$ cat config.mk
export PLATFORM = sky130hd
export DESIGN_NAME = mem_port_arbiter
export DESIGN_NICKNAME = d
export VERILOG_FILES = /design/src/rtl/mem_port_arbiter.sv
export SDC_FILE = /design/constraint.sdc
export NUM_CORES = 1
export LEC_CHECK = 0
export CORE_MARGIN = 5
export CORE_UTILIZATION = 36
export DETAILED_ROUTE_END_ITERATION = 6
export GPL_TIMING_DRIVEN = 0
export PLACE_DENSITY = 0.82
export SLEW_MARGIN = 20
export SYNTH_ARGS = -nofsm -noshare
export SYNTH_HDL_FRONTEND = slang
export SYNTH_SLANG_ARGS = --single-unit
$ cat constraint.sdc
create_clock -name clk -period 1.9 [get_ports clk]
set_clock_uncertainty 0.1 [all_clocks]
set_input_delay 0.19 -clock clk [delete_from_list [all_inputs] [get_ports clk]]
set_output_delay 0.19 -clock clk [all_outputs]
set_load 0.01 [all_outputs]
$ cat src/rtl/mem_port_arbiter.sv
// Shares one unified instruction/data memory between the CPU and the program loader.
// Round-robin by default; define ARB_CPU_PRIORITY_EN to give the CPU fixed priority.
module mem_port_arbiter #(
   parameter int AW      = 32,
   parameter int DW      = 32,
   parameter int LATENCY = 2
) (
   input  logic          clk,
   input  logic          rst,
   input  logic          cpu_req,
   input  logic          cpu_we,
   input  logic [AW-1:0] cpu_addr,
   input  logic [DW-1:0] cpu_wdata,
   output logic          cpu_ack,
   output logic [DW-1:0] cpu_rdata,
   input  logic          ldr_req,
   input  logic          ldr_we,
   input  logic [AW-1:0] ldr_addr,
   input  logic [DW-1:0] ldr_wdata,
   output logic          ldr_ack,
   output logic [DW-1:0] ldr_rdata,
   output logic          mem_read,
   output logic          mem_write,
   output logic [AW-1:0] mem_addr,
   output logic [DW-1:0] mem_wdata,
   input  logic [DW-1:0] mem_rdata,
   output logic          busy,
   output logic          owner
);

   typedef enum logic [1:0] {
      IDLE   = 2'd0,
      ACCESS = 2'd1,
      DONE   = 2'd2
   } state_t;

   localparam logic [3:0] CNT_INIT = 4'(LATENCY - 1);

   // Handshake: a requester raises req with we/addr/wdata and holds them stable
   // until its one-cycle ack; inputs are only sampled while the arbiter is IDLE.

   state_t          state;
   state_t          state_nx;
   logic [3:0]      cnt;
   logic            we_q;
   logic [AW-1:0]   addr_q;
   logic [DW-1:0]   wdata_q;
   logic            any_req;
   logic            win;

   always_comb begin
      any_req = cpu_req | ldr_req;
      win     = 1'b0;
      if (cpu_req && ldr_req) begin
`ifdef ARB_CPU_PRIORITY_EN
         win = 1'b0;
`else
         win = ~owner;
`endif
      end else begin
         win = ldr_req;
      end
   end

   always_comb begin
      state_nx = state;
      case (state)
         IDLE:    if (any_req) state_nx = ACCESS;
         ACCESS:  if (cnt == 4'd0) state_nx = DONE;
         DONE:    state_nx = IDLE;
         default: state_nx = IDLE;
      endcase
   end

   always_ff @(posedge clk) begin
      if (rst) begin
         state     <= IDLE;
         cnt       <= 4'd0;
         owner     <= 1'b1;
         we_q      <= 1'b0;
         addr_q    <= '0;
         wdata_q   <= '0;
         cpu_rdata <= '0;
         ldr_rdata <= '0;
      end else begin
         state <= state_nx;
         case (state)
            IDLE: begin
               if (any_req) begin
                  owner   <= win;
                  we_q    <= win ? ldr_we    : cpu_we;
                  addr_q  <= win ? ldr_addr  : cpu_addr;
                  wdata_q <= win ? ldr_wdata : cpu_wdata;
                  cnt     <= CNT_INIT;
               end
            end
            ACCESS: begin
               if (cnt != 4'd0) begin
                  cnt <= cnt - 4'd1;
               end else if (!we_q) begin
                  // mem_rdata is only valid in the last access cycle
                  if (owner) ldr_rdata <= mem_rdata;
                  else       cpu_rdata <= mem_rdata;
               end
            end
            default: ;
         endcase
      end
   end

   always_comb begin
      mem_read  = (state == ACCESS) && !we_q;
      mem_write = (state == ACCESS) && we_q;
      mem_addr  = addr_q;
      mem_wdata = wdata_q;
      cpu_ack   = (state == DONE) && !owner;
      ldr_ack   = (state == DONE) && owner;
      busy      = (state != IDLE);
   end

endmodule
==> metrics <==
status=finished with violations; failing checks=setup timing; end of the critical path=cpu_rdata[6]$_SDFFE_PP0P_; drt initial violations=between 150 and 200; Final Max Tran Viols=0; Yosys cell types=35; max-cap viol count=0; Post-Syn Area=approximately 0.0057 mm²; final hold vios=0; hold buffers post-CTS=0; maximum VDD drop=between 0.6 and 0.7 mV; Routed wire per std cell=between 15 and 20 µm; FF-to-FF setup slack=-40 ps; Final min period=roughly 1900 ps; worst slew pin tran=about 600 ps; syn_nets=roughly 830; vias in the first global route=6187; Startpoint Class=register; routed via count=roughly 6100; Reg2Reg Depth=6; top layer in use=met4; WL met2=10.7 mm; Max FO, Critical Path=10; final worst slack=-35.2 ps; most frequent cells in the layout=293 x clkdlybuf4s50_1, 228 x nand2_1, 132 x dfxtp_1; CP Class=reg -> reg; Worst EP required=2100 ps; Post-Syn Instances=about 660; Critical Path Start=cnt[1]$_SDFFE_PP0P_; Non-Filler Instances=1215; Bufs on Longest Clock Path=2; Syn Area/Cell=between 8 and 9 µm²; # port buffers=slightly below 300; CTS HTree Levels=4; Starting Density=37.0%; Die ar.=~0.018 mm²; Metal-1 WL=8.15 mm; Final Setup Violations=14; YS warnings=0; layout cells sized above 1=about a tenth; Reg-to-Reg End=cpu_rdata[6]$_SDFFE_PP0P_; Worst Hold Slack=~240 ps; filler cell count=1333; DIE WIDTH=roughly 140 µm; n_diodes=0; global route total overflow=0; fin crit share=102%; global-route wire length before repair=32.1 mm; RSZ-0062 raised after global routing=yes; critical path endpoint category=register; register area share after synthesis=about half; EDFF count, synth=0; CORE AREA=0.0153 mm²; slowest stage delay, CP=470 ps; Final #Nets=1159; area of the multi-input gates=between 0.002 and 0.003 mm²; Total GRT Usage=between 20% and 30%; initial antenna violation count=0; Root Buffer=clkbuf_16; Post-DP HPWL=roughly 16 mm; worst r2r src=cnt[1]$_SDFFE_PP0P_; Power Density=between 900 and 1000 mW/mm²; Placer Congestion=approximately 0.84; residual DRC count=0; Synth-to-Final Area Change=73.0%; commonest non-fill, non-tap cell in the layout=clkdlybuf4s50_1; Sink Count=roughly 140; CTS Buf Count=17; Pleak=just under 4 nW; headroom to the max-slew limit=about 60%; pin count of the biggest net entering global routing=17; CP Cell Sequence=inv_2, ha_4, or3b_4, or4_4, buf_12, mux2i_1; Top FF cell, synth=dfxtp_1; Via density=roughly 5; Post-synth ARST share=0%; Worst EP arrival=2140 ps; cell with the largest stage delay on the worst path=or4_4; worst hold path class=in -> reg; Die Height=135 µm; I/O pin total=300; post-placement cell count=roughly 1200; metal3 WL=between 1.5 and 2 mm; Rows=45; Routed Wire Length=~21 mm; f_max=517 MHz; clk slew on worst S/H paths=roughly 60 ps; register bit total from synthesis=approximately 140; DRT Pass-1 Iters=4; CTS tree=done; Detail Route Antenna Nets=0; clock latency on the worst-skew pair=approximately 400 ps; FF/Latch Area=around 0.0027 mm²
-- cells in the mapped netlist (2+ instances only) --
library cell	count	area share, %
clkbuf_1	46	3.0
inv_1	4	0.27
a211oi_1	2	0.27
nor2_1	3	0.20
a21oi_1	67	5.9
and2_1	3	0.33
dfxtp_1	136	48
or4_1	2	0.27
nor4_1	2	0.22
ha_1	2	0.44
buf_1	3	0.20
nor3_1	2	0.18
buf_6	2	0.40
a311oi_1	65	10
nor3b_1	2	0.27
nand2_1	229	15
buf_2	12	1.1
o21ai_0	2	0.18
mux2i_1	64	11
-- layout make-up --
| type | instances | share of cell area (%) |
|---|---|---|
| clock inverters | 13 | 1.47 |
| flip-flops and latches | 136 | 27.9 |
| multi-input cells | 459 | 27.8 |
| repair buffers | 312 | 31.7 |
| well taps | 211 | 2.69 |
| inverters | 5 | 0.217 |
| plain buffers | 60 | 3.60 |
| clock buffers | 19 | 4.62 |
-- report_power, final --
| group | leakage [nW] | switching (mW) | internal, mW |
|---|---|---|---|
| clock network | 0.282 | 1.31 | 2.01 |
| registers | 1.12 | 0.165 | 3.14 |
| logic | 2.50 | 1.03 | 1.22 |
| total | 3.90 | 2.51 | 6.37 |
-- state kept, by name, indices dropped and copies added (netlist names) --
register   count
mem_addr      32
ldr_rdata     32
mem_wdata     32
owner          1
cnt            4
state          2
cpu_rdata     32
we_q           1
-- how the worst min path moves through the flow --
stage / startpoint / endpoint / cells past startpoint
floorplan: cpu_addr[23] / mem_addr[23]$_SDFFE_PP0P_ / 2
global placement: cpu_rdata[20]$_SDFFE_PP0P_ / cpu_rdata[20]$_SDFFE_PP0P_ / 2
detailed placement: cpu_rdata[11]$_SDFFE_PP0P_ / cpu_rdata[11]$_SDFFE_PP0P_ / 2
CTS: cpu_wdata[20] / mem_wdata[20]$_SDFFE_PP0P_ / 3
global route: ldr_wdata[4] / mem_wdata[4]$_SDFFE_PP0P_ / 3
finish: cpu_wdata[20] / mem_wdata[20]$_SDFFE_PP0P_ / 3
-- routing by layer --
metal  GRT usage, %  up-vias
li1               -     2977
met1           24.5     2811
met2           39.3      243
met3           7.65       34
met4           8.17        0
met5              0        -
-- worst max-delay path, delay by kind of cell, from the launching register on --
family                   cells  cell delay [ps]
flip-flops                   1              330
AND/OR/NAND/NOR              2              870
adder cells (fa/ha/maj)      1              140
buffers and inverters        2              260
multiplexers                 1              120
-- per-stage QoR --
stage	worst slack (ps)	util, %	TNS [ps]	power (mW)	instance area (µm²)
floorplan	-12.3	-	-123	4.28	5690
global placement	-578	58.3	-27810	5.45	8930
detailed placement	-589	58.3	-30800	5.48	8930
CTS	-36.5	62.9	-483	8.88	9640
global route	-83.3	64.0	-1010	9.29	9800
finish	-35.2	64.0	-296	8.88	9800
-- what timing repair did --
| action | 4_1_cts | 5_1_grt |
|---|---|---|
| resized for setup | 40 | 45 |
| gates cloned | 0 | 1 |
| pin swaps | 2 | 1 |
| buffers inserted | 6 | 7 |
| setup endpoints to repair | 123 | 103 |
-- kinds of logic (layout without fill, tap and decap cells) --
group / Yosys count / after routing / synth area share (%)
DFF: 136 / 136 / 48.1
and+or+nand+nor: 251 / 251 / 17.7
buffers and inverters: 69 / 409 / 5.17
AOI/OAI and AO/OA: 142 / 142 / 17.3
adders and majority gates: 2 / 2 / 0.442
muxes: 64 / 64 / 11.3
(Power assumes the default switching activity.)
==> variant (same settings) <==
Encoding of `state_t`: now one-hot (3 bits for 3 states).
--- a/src/rtl/mem_port_arbiter.sv
+++ b/src/rtl/mem_port_arbiter.sv
@@ -28,10 +28,10 @@
    output logic          owner
 );
 
-   typedef enum logic [1:0] {
-      IDLE   = 2'd0,
-      ACCESS = 2'd1,
-      DONE   = 2'd2
+   typedef enum logic [2:0] {
+      IDLE   = 3'b001,
+      ACCESS = 3'b010,
+      DONE   = 3'b100
    } state_t;
 
    localparam logic [3:0] CNT_INIT = 4'(LATENCY - 1);
Check against the original RTL: same outputs for any inputs over 4 cycles, from zero or initial values and one cycle with rst high; so few cycles prove little.
==> variant against the original RTL <==
The flow still finishes with violations (setup timing); sequential cell count up 1; wire length rose by 8.0%; synthesized area is 3.4% higher; power decreased by 0.83%; utilization decreased by 1.3 points; non-clock buffer count increased by 15; design area increased by 1.9%; setup slack worse by 0.00099 ns; critical path depth fell by 2.
==> variant: results (changes against the original RTL) <==
status:
  outcome: "finished with violations"
  violations: "setup timing"
cells_and_area:
  syn_to_final_growth_pct: 70.5
  final_net_count: 1210  # +4.4%
  drive_above_1_share_pct: 10.1  # -0.32 points
  layout.cells.non_filler: 1271  # +4.6%
route:
  wl_met2_mm: 11.3  # +6.2%
  initialDrtViolationCount: 308  # +56%
  wl_met1_mm: 8.53  # +4.8%
  post_drt_wl_per_cell_um: 18.0  # +3.3%
  dr_wl_met3_mm: 2.53  # +34%
  dr.pass1.iters: 5  # +1
  vias_per_cell: 5.24  # +5.0%
worst_hold_path:
  min_path_type: "input port to register"
global_route:
  met2_usage_pct: 41.2  # +1.8 points
  track_usage_pct: 23.4  # +1.2 points
  met1_usage_pct: 25.8  # +1.3 points
  use_met3_pct: 8.58  # +0.93 points
  grt_pass1_wl_mm: 34.6  # +7.9%
  grt_pass1_vias: 6586  # +6.4%
power:
  cellLeakagePower_nw: 3.77  # -3.4%
  p_switching_mw: 2.54  # +1.3%
  peakVddDrop_uv: 578  # -12%
yosys:
  synthTopCellsByArea: "dfxtp_1 (47%), nand2_1 (13%), a311oi_1 (9.7%)"
  synth_common_cells: "nand2_1 (196), dfxtp_1 (137), a21oi_1 (99)"
  syn_avg_cell_area_um2: 8.25  # -3.3%
  syn_nets: 878  # +5.5%
  ys_types: 42  # +20%
  yosysSeqAreaShare_pct: 46.8  # -1.3 points
critical_path:
  cp.arrival_ns: 1.65  # -0.49 ns
  crit_path_max_fanout: 8  # -2
placed_design:
  portBuffers: 299  # +0.34%
  placement.cell_area_mm2: 0.00912  # +2.1%
  placed_cells: 1225  # +4.4%
  place.gp.congestion: 0.858  # +2.1%
  dpl.hpwl_mm: 17.3  # +7.8%
  pre_cts_ws_ns: -0.632  # -0.0430 ns
sta:
  setup_violations: 1  # -13
  timing.final.ws_setup_ns: -0.0361  # -0.000987 ns
  relSlewSlack_pct: 50.2  # -9.9 points
  tns_ns: -0.0361  # +0.259 ns
variant: cell count changes in the layout (fill, tap and decap cells not counted), sizes merged, moves of 3 or more:
cell / change
o21ai: +32
nand4: +32
buf: +10
a21oi: +32
nand2: -33
o211ai: +3
mux2i: -32
clkbuf: +5
variant: area by class of cell:
cell class	count	area share [%]
Timing Repair Buffer	315	31.2
Multi-Input combinational cell	493	28.2
Sequential cell	137	27.6
Clock buffer	20	4.57
Buffer	72	4.03
Tap cell	216	2.71
Clock inverter	12	1.38
Inverter	6	0.276
variant: critical path, cell delays in order, from the launching register on:
cell and delay, ns:
dfxtp_4 0.34, or4b_4 0.58, clkinv_4 0.10, buf_8 0.12
buf_6 0.10
variant: power by group through the flow:
stage | Combinational [mW] | Sequential, mW | Clock [mW]
5_1_grt | 2.35 | 3.30 | 3.53
6_report | 2.17 | 3.27 | 3.36
4_1_cts | 2.12 | 3.27 | 3.39
3_5_place_dp | 2.04 | 3.32 | 0
2_1_floorplan | 0.815 | 3.40 | 0
3_3_place_gp | 2.02 | 3.31 | 0
variant: worst paths after layout:
kind / start / end / slack, ns / depth (start not counted)
min: ldr_wdata[17] / mem_wdata[17] / 0.25 / 3
min reg2reg: ldr_rdata[15] / ldr_rdata[15] / 0.36 / 2
max reg2reg: state[2] / ldr_rdata[12] / 0 / 5
max: state[2] / mem_read / -0.04 / 4
variant: what timing repair did:
item	4_1_cts	5_1_grt
endpoints found under the setup margin	125	110
gates cloned	1	0
resized for setup	56	45
pin swaps	3	8
buffers inserted	6	9
variant: cells by family after synthesis:
group	count (synthesis)	synth area share [%]
AO/OA/AOI/OAI	209	22.5
adder cells (fa/ha/maj)	2	0.427
flip-flops	137	46.8
AND/OR/NAND/NOR	250	18.9
buffers and inverters	80	5.89
multiplexers	32	5.47
